===== src/rtl/pipeline_ctrl.sv =====
// pipeline_ctrl: stall/flush sequencer for a 5-stage RV32I pipeline.
//
// It merges the load-use kill, EX-stage branch redirects and the instruction
// and data memory ready signals into per-register enables and flushes. A
// three-state FSM (RUN / DWAIT / FAULT) tracks multi-cycle data-memory waits,
// and a watchdog traps into FAULT when a wait runs too long. Stall and
// redirect events are counted in saturating counters.
//
// Parameters:
//   DMEM_TIMEOUT  max consecutive DWAIT cycles before FAULT (1..255)
//   CNT_W         width of the performance counters
// Ports:
//   clk_i, rst_i          clock, synchronous active-high reset
//   load_use_i            ID depends on a load currently in EX
//   branch_taken_i        EX-stage branch/jump resolved taken
//   imem_ready_i          fetch data valid this cycle
//   dmem_req_i            MEM-stage instruction is a load/store
//   dmem_ready_i          data memory completes the access this cycle
//   pc_en_o, pc_sel_o     PC update enable, 1 = branch target
//   *_en_o                pipeline register enables
//   *_flush_o             load a NOP bubble (overrides the enable)
//   mem_fault_o           sticky watchdog fault
//   stall_cnt_o           cycles with pc_en_o = 0, saturating
//   flush_cnt_o           taken redirects, saturating
module pipeline_ctrl #(
  parameter int unsigned DMEM_TIMEOUT = 64,
  parameter int unsigned CNT_W        = 32
) (
  input  logic             clk_i,
  input  logic             rst_i,
  input  logic             load_use_i,
  input  logic             branch_taken_i,
  input  logic             imem_ready_i,
  input  logic             dmem_req_i,
  input  logic             dmem_ready_i,
  output logic             pc_en_o,
  output logic             pc_sel_o,
  output logic             ifid_en_o,
  output logic             idex_en_o,
  output logic             exmem_en_o,
  output logic             memwb_en_o,
  output logic             ifid_flush_o,
  output logic             idex_flush_o,
  output logic             memwb_flush_o,
  output logic             mem_fault_o,
  output logic [CNT_W-1:0] stall_cnt_o,
  output logic [CNT_W-1:0] flush_cnt_o
);

  typedef enum logic [1:0] {
    ST_RUN   = 2'd0,
    ST_DWAIT = 2'd1,
    ST_FAULT = 2'd2
  } state_e;

  // Value of wait_cnt on the last DWAIT cycle allowed before the trap.
  localparam logic [7:0] WAIT_LAST = 8'(DMEM_TIMEOUT - 1);

  state_e           state_q, state_d;
  logic [7:0]       wait_q, wait_d;
  logic [CNT_W-1:0] stall_cnt_q, stall_cnt_d;
  logic [CNT_W-1:0] flush_cnt_q, flush_cnt_d;

  logic dstall;
  logic mem_hold;

  assign dstall = dmem_req_i && !dmem_ready_i;

  // In DWAIT the access is already known to be outstanding, so only the
  // ready handshake decides whether this cycle is still a hold cycle.
  always_comb begin
    mem_hold = 1'b0;
    case (state_q)
      ST_RUN:   mem_hold = dstall;
      ST_DWAIT: mem_hold = !dmem_ready_i;
      default:  mem_hold = 1'b0;
    endcase
  end

  // Next-state and control outputs.
  always_comb begin
    // NOTE: every signal driven here gets a default first, so no path
    // leaves one unassigned and no latch is inferred.
    state_d       = state_q;
    wait_d        = wait_q;
    pc_en_o       = 1'b1;
    pc_sel_o      = 1'b0;
    ifid_en_o     = 1'b1;
    idex_en_o     = 1'b1;
    exmem_en_o    = 1'b1;
    memwb_en_o    = 1'b1;
    ifid_flush_o  = 1'b0;
    idex_flush_o  = 1'b0;
    memwb_flush_o = 1'b0;

    case (state_q)
      ST_RUN: begin
        if (dstall) begin
          state_d = ST_DWAIT;
          wait_d  = 8'd0;
        end
      end
      ST_DWAIT: begin
        if (dmem_ready_i) begin
          state_d = ST_RUN;
        end else if (wait_q == WAIT_LAST) begin
          state_d = ST_FAULT;
        end else begin
          wait_d = wait_q + 8'd1;
        end
      end
      default: state_d = ST_FAULT;
    endcase

    if (state_q == ST_FAULT) begin
      pc_en_o    = 1'b0;
      ifid_en_o  = 1'b0;
      idex_en_o  = 1'b0;
      exmem_en_o = 1'b0;
      memwb_en_o = 1'b0;
    end else if (mem_hold) begin
      // Freeze everything up to EX/MEM; WB receives bubbles while the
      // access is outstanding.
      pc_en_o       = 1'b0;
      ifid_en_o     = 1'b0;
      idex_en_o     = 1'b0;
      exmem_en_o    = 1'b0;
      memwb_flush_o = 1'b1;
    end else if (branch_taken_i) begin
      // Younger instructions in IF/ID and ID/EX are wrong-path, so any
      // load-use or fetch stall they raise is moot.
      pc_sel_o     = 1'b1;
      ifid_flush_o = 1'b1;
      idex_flush_o = 1'b1;
    end else if (load_use_i) begin
      pc_en_o      = 1'b0;
      ifid_en_o    = 1'b0;
      idex_flush_o = 1'b1;
    end else if (!imem_ready_i) begin
      pc_en_o      = 1'b0;
      ifid_flush_o = 1'b1;
    end

    if (rst_i) begin
      state_d       = ST_RUN;
      wait_d        = 8'd0;
      pc_en_o       = 1'b0;
      pc_sel_o      = 1'b0;
      ifid_en_o     = 1'b0;
      idex_en_o     = 1'b0;
      exmem_en_o    = 1'b0;
      memwb_en_o    = 1'b0;
      ifid_flush_o  = 1'b1;
      idex_flush_o  = 1'b1;
      memwb_flush_o = 1'b1;
    end
  end

  // Saturating performance counters.
  always_comb begin
    stall_cnt_d = stall_cnt_q;
    flush_cnt_d = flush_cnt_q;
    if (!rst_i && !pc_en_o && (stall_cnt_q != '1)) begin
      stall_cnt_d = stall_cnt_q + 1'b1;
    end
    if (pc_en_o && pc_sel_o && (flush_cnt_q != '1)) begin
      flush_cnt_d = flush_cnt_q + 1'b1;
    end
  end

  always_ff @(posedge clk_i) begin
    // NOTE: state registers use non-blocking assignments so every flop
    // samples the values from before this edge.
    if (rst_i) begin
      state_q     <= ST_RUN;
      wait_q      <= 8'd0;
      stall_cnt_q <= '0;
      flush_cnt_q <= '0;
    end else begin
      state_q     <= state_d;
      wait_q      <= wait_d;
      stall_cnt_q <= stall_cnt_d;
      flush_cnt_q <= flush_cnt_d;
    end
  end

  assign mem_fault_o = (state_q == ST_FAULT);
  assign stall_cnt_o = stall_cnt_q;
  assign flush_cnt_o = flush_cnt_q;

endmodule


===== config.mk =====
export PLATFORM = sky130hd
export DESIGN_NAME = pipeline_ctrl
export DESIGN_NICKNAME = d
export VERILOG_FILES = /design/src/rtl/pipeline_ctrl.sv
export SDC_FILE = /design/constraint.sdc
export NUM_CORES = 1
export LEC_CHECK = 0
export CELL_PAD_IN_SITES_DETAIL_PLACEMENT = 0
export CELL_PAD_IN_SITES_GLOBAL_PLACEMENT = 2
export CORE_MARGIN = 8
export CORE_UTILIZATION = 30
export CTS_CLUSTER_SIZE = 8
export DETAILED_ROUTE_END_ITERATION = 10
export PLACE_DENSITY = 0.81
export SYNTH_ARGS = -nofsm -noshare
export SYNTH_HDL_FRONTEND = slang
export SYNTH_SLANG_ARGS = --single-unit

===== constraint.sdc =====
create_clock -name clk_i -period 2.55 [get_ports clk_i]
set_input_delay 0.51 -clock clk_i [delete_from_list [all_inputs] [get_ports clk_i]]
set_output_delay 0.51 -clock clk_i [all_outputs]
set_load 0.01 [all_outputs]

== Word-level counts from Yosys, hierarchy flattened ==
Cells that the tools add are included.
Storage, ports and cells
  bits of input ports: 7
  output and inout port bits: 74
  logic and storage cells: 71
  bits in registers: 74
Cells by class
  add/subtract/negate cells: 3
  multiplexer cells: 43
  reduce and logical (&&, ||, !) cells: 12
  equal/unequal tests: 9
Operator list (number)
  $add A32 B1 Y32 const B: 2
  $ne A32 B32 Y1 const B: 2
  $mux W1: 34
  $mux W8: 3
  $pmux W8 S2: 1
  $add A8 B1 Y8 const B: 1
  $eq A8 B6 Y1 const B: 1
  $mux W2: 3
  $ne A2 B2 Y1 const B: 3
  $logic_and A1 B1 Y1: 5
  $pmux W2 S2: 1
  $reduce_and A4 Y1: 1
  $logic_not A1 Y1: 3
  $ne A3 B3 Y1 const B: 1
  $eq A2 B1 Y1 const B: 1
  $eq A2 B2 Y1 const B: 1
  $logic_not A2 Y1: 1
  $pmux W1 S2: 1
  $reduce_and A2 Y1: 1
  $reduce_bool A2 Y1: 1

== Logic depth before layout (Yosys ltp) ==
Gate-level depths: netlist of run 1.
  word-level depth: 9
  gate-level depth with buffers: 9
  depth with buffers taken out: 8

== Worst setup path before layout of run 1 ==
No wires, ideal clock.
  kind: input to register
  start point: input port dmem_req_i
  end point: register flush_cnt_q[27], in the netlist flush_cnt_o[27]
  arrival: 2.143 ns
  path buffers: 0
  stages on the path: 7
  required time: 2.429 ns
  path slack: 0.286 ns
  setup time: 0.121 ns
  cells stage by stage: or2_1 -> a211oi_4 -> nand2_2 -> inv_2 -> nand3_1 -> nor4b_1 -> mux2_2
Between the ends
  word-level cells in the longest chain between the ends: 7
  elaborated cells on any way between the ends: 10
  those cells by class: mux (7); reduce/logical (3)
RTL lines
  from (decl): line 34  | input logic dmem_req_i,
  $logic_and A1 B1 Y1 (*): line 67  | assign dstall = dmem_req_i && !dmem_ready_i;
  $pmux W1 S2 (*): line 73  | case (state_q)
  $mux W1: line 121  | end else if (mem_hold) begin
  $mux W1: line 115  | if (state_q == ST_FAULT) begin
  $mux W1: line 144  | if (rst_i) begin
  $logic_and A1 B1 Y1 (*) (2 in a row): line 166  | if (pc_en_o && pc_sel_o && (flush_cnt_q != '1)) begin
  to (signal assigned): line 183  | flush_cnt_q <= flush_cnt_d;
  to (decl): line 62  | logic [CNT_W-1:0] flush_cnt_q, flush_cnt_d;
Mark *: on every way between the ends. The rest lies on a longest branch, timed or not.
A chain may end at the register's enable or synchronous reset.

== Final worst setup path of run 1 ==
  start point: input port dmem_ready_i
  end point: output port memwb_flush_o
Between the ends
  word-level cells in the longest chain between the ends: 6
RTL lines
  from (decl): line 35  | input logic dmem_ready_i,
  $logic_not A1 Y1 (*): line 67, 75
  $logic_and A1 B1 Y1: line 67
  $pmux W1 S2 (*): line 73
  $mux W1 (*): line 121
  $mux W1 (*): line 115
  $mux W1 (*): line 144
  to (decl): line 44  | output logic memwb_flush_o,
Marked as above.

==> key figures, run 1 <==
Timing
  • Slew headroom: 42.8%
  • Total Neg Setup Slack: 0 ps
  • Fmax: 401 MHz
  • Actual slew at the worst max-slew pin: 845 ps
  • Period utilization: between 90 and 100%
  • Min Tclk post-route: 2490 ps
  • Worst-case clock skew: 8.79 ps
  • Fin. max-slew vios: 0
  • Hold Violations, Final: 0
  • RSZ-0062 raised after global routing: false
  • Final setup vio count: 0

Global routing
  • Total track usage: 13.6%
  • Largest net degree at the start of global routing: 53
  • First-pass GRT wire length: around 18 mm
  • Initial antenna violation count: 0
  • Vias in the first global route: 3,626
  • Grt ovf: 0

Clocking
  • Clock network latency to the later pin of the worst-skew pair: 340 ps
  • Post-CTS Hold Buffers: 0
  • CTS Sinks: 74
  • CTS max path bufs: 2
  • Root buffer cell: clkbuf_16
  • H-tree levels: 3
  • TritonCTS clock tree: yes
  • Clock Pin Slew Worst Setup and Hold Paths: ~60 ps
  • CTS Buf Count: 9

Yosys
  • Top-count cell post-synth: dfxtp_1
  • Ranking of synthesized cells by area: dfxtp_1 (39%), a21oi_1 (6.1%), or3_1 (4.6%), nand4_1 (4.2%), o21ai_0 (4.2%)
  • Synth area leader: dfxtp_1
  • Post-Syn Nets: ~470
  • Netlist cell types: 57
  • Post-synth EDFFs: 0
  • FF+latch count, synth: 74
  • Syn_area_per_cell: slightly above 8 um^2
  • Mapped cell area: between 0.003 and 0.004 mm^2
  • Area fraction of the dominant cell type after synthesis: 38.6%
  • Yosys warns: 0
  • Predominant post-synthesis flop cell: dfxtp_1
  • Post-synth top cells: dfxtp_1 (74), a21oi_1 (47), nand2_1 (34)
  • Syn Inst Count: 463
  • FFs w/ async S/R, synth: 0%
  • Sequential fraction of the synthesis area: 38.6%

Placement
  • RD Place Congestion: 0.746
  • Post-DP HPWL: roughly 8.3 mm
  • Number of port buffers: 80

Worst setup path
  • Critical Path Start: dmem_ready_i
  • Reg2Reg Setup Slack: 290 ps
  • WP data arrival: around 2000 ps
  • Crit Path Max Fanout: 3
  • Crit path required time: 2040 ps
  • Crit-path cells: clkdlybuf4s50_1, nor2_2, nand2_1, buf_4, nand2_1, clkdlybuf4s50_1
  • Worst R2R Start: state_q[0]
  • Crit path max-delay cell type: clkdlybuf4s50_1
  • CP endpoint kind: output pin
  • CP bufs+invs: 3
  • CP Launch Type: input port
  • Worst setup path class: input port to output pin
  • Top Family by Delay on Critical Path: buffers and inverters
  • CP peak stage delay: between 500 and 600 ps

Min path
  • Worst hold path type: flop to flop
  • Hold_sp: flush_cnt_o[23]

Cells and area
  • Share of post-route cells with drive strength above 1: 13.1%
  • Area added between synthesis and finish: 38.7%
  • Net count, final: 579
  • # diodes: 0

Route
  • DRT iter0 DRCs: between 200 and 300
  • Vias: 3,966
  • DRC viols: 0
  • Detailed-router iteration count before antenna repair: 4
  • Routed Antenna Nets: 0
  • Drt wl/cell: between 15 and 20 um
  • Post-DR vias/cell: 5.32
  • Post-Route WL: 11.5 mm

Floorplanning
  • Row count: 41
  • Starting density of the core: 30.5%
  • Die X: 129 um
  • Top Ports: 81
  • Core footprint: 0.0126 mm^2
  • Die area: 0.0167 mm^2
  • Die Ht: 129 um

Power
  • Switching power: around 600 uW
  • Worst IR Drop VDD: 0.261 mV
  • Int Pwr: 2010 uW
  • Register share of total power: 44.8%
  • Clk pwr share: 48.8%
  • Logic pwr share: under 10%
  • Tot Pwr: 2610 uW
  • Leakage: 0.00173 uW
  • Sw frac: about 23%
  • Pwr per Cell Area: 491 mW/mm^2

Status
  • Status: finished, final reports clean

Flow run
  • MaxCap Viol Count: 0
## worst min-delay path, stage by stage, from the launching register on
cell     delay [ps]
dfxtp_1         330
o31ai_1          70
a21oi_1          60
## logic make-up after synthesis
family | share of synthesized area (%)
AOI/OAI and AO/OA | 20.9
and+or+nand+nor | 32.1
adders and majority gates | 0.978
muxes | 1.40
DFF | 38.6
buffers and inverters | 3.75
xor gates and xnor gates | 2.28
## area by class of cell
cell class,count,area [um^2]
fillers,1281,7240
multi-input cells,358,2220
flip-flops and latches,74,1480
repair buffers,116,1070
clock buffers,10,239
well taps,172,215
clock inverters,5,55.1
inverters,10,40.0
## power by group through the flow
stage,logic (uW),clock network (uW),registers [uW]
6_report,166,1280,1170
4_1_cts,169,1310,1170
3_3_place_gp,167,0,1200
2_1_floorplan,76.7,0,1200
3_5_place_dp,169,0,1200
5_1_grt,182,1360,1170
## cells in the final DEF (no fill, tap or decap), types with 4 or more instances in the layout
master	instances
a21oi_1	47
and2_1	4
and3_1	9
and4_1	5
buf_4	35
clkbuf_16	9
clkdlybuf4s50_1	72
dfxtp_1	74
dlygate4sd2_1	5
inv_1	8
nand2_1	34
nand3_1	27
nand4_1	26
nor2_1	30
nor2b_1	4
nor3_1	4
nor4_1	6
o211ai_1	5
o21a_1	5
o21ai_0	32
o31a_1	4
o31ai_1	21
or3_1	28
or4_1	17
xor2_1	7
## state kept, by name, indices dropped and copies added, names as in the netlist
register / flops
wait_q: 8
flush_cnt_o: 32
stall_cnt_o: 32
state_q: 2
## path summary, 6_finish.rpt
path                                         to  cells after the start
worst min register to register  flush_cnt_o[23]                      2
worst min-delay path            flush_cnt_o[23]                      2
worst max-delay path              memwb_flush_o                      6
worst max register to register  flush_cnt_o[22]                     10
## routing by layer
metal  vias up  wire (um)  GRT usage, %
met5         -          0             0
met4         0        146          5.25
met3        12        797          4.35
met2        87       5270          21.2
met1      1892       5240          17.2
li1       1975          -             -
## through the flow
stage / util (%) / instances / cell area, um^2 / setup WS (ps) / hold WS, ps
4_1_cts: 42.3 / 745 / 5320 / 0.0147 / 506
2_1_floorplan: - / 463 / 3840 / 286 / 472
5_1_grt: 42.4 / 745 / 5320 / 10.0 / 529
3_5_place_dp: 39.9 / 728 / 5010 / -301 / 497
3_3_place_gp: 39.9 / 728 / 5010 / -247 / 478
6_report: 42.4 / 745 / 5320 / 59.0 / 500
## repair_timing
item	4_1_cts	5_1_grt
pin swaps	1	1
endpoints found under the setup margin	8	6
setup buffers	2	0
gates resized for setup	12	3
No activity file was read; power rests on OpenSTA's default activity.
==> run 2: changes to the inputs <==
Settings changed: TNS_END_PERCENT from default to 5.
==> key figures, run 2 (synthesis gave the netlist of run 1 again) <==
Global routing
  • First-pass GRT wire length: 18.4 mm (was 18.5 mm)
  • Largest net degree at the start of global routing: 53 (unchanged)
  • Met2 Usage GRT: 21.1% (was 21.2%)
  • GR Layer Usage met1: 17.2% (unchanged)
  • Vias in the first global route: 3,621 (was 3,626)
  • Busiest layer in global routing: met2 (unchanged)
  • Grt ovf: 0 (unchanged)
  • Total track usage: 13.6% (about the same)
  • Grt met3 use: 4.40% (was 4.35%)
  • Initial antenna violation count: 0 (unchanged)

Clocking
  • CTS Sinks: 74 (unchanged)
  • H-tree levels: 3 (unchanged)
  • Clock Pin Slew Worst Setup and Hold Paths: 60 ps (about the same)
  • CTS Buf Count: 9 (unchanged)
  • TritonCTS clock tree: yes (unchanged)
  • CTS max path bufs: 2 (unchanged)
  • Root buffer cell: clkbuf_16 (unchanged)
  • Post-CTS Hold Buffers: 0 (unchanged)
  • Clock network latency to the later pin of the worst-skew pair: 340 ps (about the same)

Floorplanning
  • Die area: 0.0167 mm^2 (unchanged)
  • Starting density of the core: 30.5% (unchanged)
  • Die X: 129 um (unchanged)
  • Core footprint: 0.0126 mm^2 (unchanged)
  • Top Ports: 81 (unchanged)
  • Row count: 41 (unchanged)
  • Die Ht: 129 um (unchanged)

Cells and area
  • Fill cells: 1,281 (unchanged)
  • Commonest non-fill, non-tap cell in the layout: dfxtp_1 (unchanged)
  • Share of post-route cells with drive strength above 1: 12.4% (was 13.1%)
  • Fin cells: 744 (was 745)
  • # diodes: 0 (unchanged)
  • Commonest cells after routing, fill and taps aside: dfxtp_1 (74), clkdlybuf4s50_1 (72), a21oi_1 (47) (unchanged)
  • Net count, final: 578 (was 579)
  • Area added between synthesis and finish: 38.3% (was 38.7%)

Timing
  • Worst-case clock skew: 8.52 ps (was 8.79 ps)
  • Period utilization: 97.8% (was 97.7%)
  • Hold Violations, Final: 0 (unchanged)
  • Fin. max-slew vios: 0 (unchanged)
  • RSZ-0062 raised after global routing: false (unchanged)
  • Final setup vio count: 0 (unchanged)
  • Actual slew at the worst max-slew pin: 850 ps (was 845 ps)
  • Min Tclk post-route: 2490 ps (about the same)
  • Slew headroom: 42.4% (was 42.8%)
  • PnR worst setup slack: 56.2 ps (was 59.0 ps)
  • Fmax: 401 MHz (about the same)
  • Total Neg Setup Slack: 0 ps (unchanged)
  • Worst Hold Slack: 500 ps (about the same)

Power
  • Pwr per Cell Area: 491 mW/mm^2 (about the same)
  • Leakage: 0.00172 uW (was 0.00173 uW)
  • Tot Pwr: 2610 uW (about the same)
  • Worst IR Drop VDD: 0.261 mV (about the same)

Placement
  • DP Worst Slack: -301 ps (unchanged)
  • Cell count after placement: 728 (unchanged)
  • RD Place Congestion: 0.746 (unchanged)
  • Number of port buffers: 80 (unchanged)
  • Post-DP HPWL: 8.33 mm (unchanged)

Flow run
  • MaxCap Viol Count: 0 (unchanged)

Route
  • Detailed-router iteration count before antenna repair: 5 (was 4)
  • Post-DR vias/cell: 5.33 (was 5.32)
  • Vias: 3,966 (unchanged)
  • DRC viols: 0 (unchanged)
  • Post-Route WL: 11.5 mm (about the same)
  • Routed Antenna Nets: 0 (unchanged)
  • DRT iter0 DRCs: 281 (was 292)
  • Drt wl/cell: 15.4 um (about the same)

Worst setup path
  • CP Launch Type: input port (unchanged)
  • Crit path required time: 2040 ps (about the same)
  • Crit Path Max Fanout: 3 (unchanged)
  • Worst setup path class: input port to output pin (unchanged)
  • CP endpoint kind: output pin (unchanged)
  • WP data arrival: 1980 ps (about the same)

Min path
  • Worst hold path type: flop to flop (unchanged)

Status
  • Status: finished, final reports clean (unchanged)
==> run 2: final cells by class <==
type / count / area (um^2) / share of cell area, %
Tap cell: 172 / 215 / 4.05
Multi-Input combinational cell: 358 / 2220 / 41.7
Inverter: 10 / 40.0 / 0.754
Clock buffer: 10 / 239 / 4.50
Clock inverter: 5 / 55.1 / 1.04
Timing Repair Buffer: 115 / 1060 / 20.0
Sequential cell: 74 / 1480 / 27.9
==> run 2: worst paths after layout <==
path                        start               to  slack (ps)  depth (start not counted)
setup / recovery       dmem_req_i          pc_en_o          60                          6
hold reg to reg   flush_cnt_o[23]  flush_cnt_o[23]         500                          2
hold / removal    flush_cnt_o[23]  flush_cnt_o[23]         500                          2
setup reg to reg   stall_cnt_o[6]  stall_cnt_o[24]         350                          5
==> run 2: layer usage <==
| metal | vias to the layer above | wire, um |
|---|---|---|
| li1 | 1976 | - |
| met1 | 1891 | 5220 |
| met2 | 87 | 5260 |
| met3 | 12 | 836 |
| met4 | 0 | 146 |
| met5 | - | 0 |
==> run 2: worst max-delay path: stages <==
cell,delay [ps]
clkdlybuf4s50_1,410
or2_1,260
a211oi_4,280
buf_4,170
o21a_1,110
clkdlybuf4s15_1,240
==> run 2: timing repair <==
item / 4_1_cts / 5_1_grt
endpoints found under the setup margin: 8 / 4
gates resized for setup: 9 / 1
pin swaps: 1 / 1
setup buffers: 1 / 0
==> run 2: metrics by stage <==
step           cell area [um^2]  util, %
6_report                   5310     42.2
5_1_grt                    5310     42.2
4_1_cts                    5310     42.2
3_5_place_dp               5010     39.9
3_3_place_gp               5010     39.9
2_1_floorplan              3840        -
==> run 2: power by group <==
part | total (uW) | switching [uW] | internal, uW
Combinational | 164 | 93.1 | 70.6
Clock | 1280 | 500 | 775
Sequential | 1170 | 6.45 | 1160
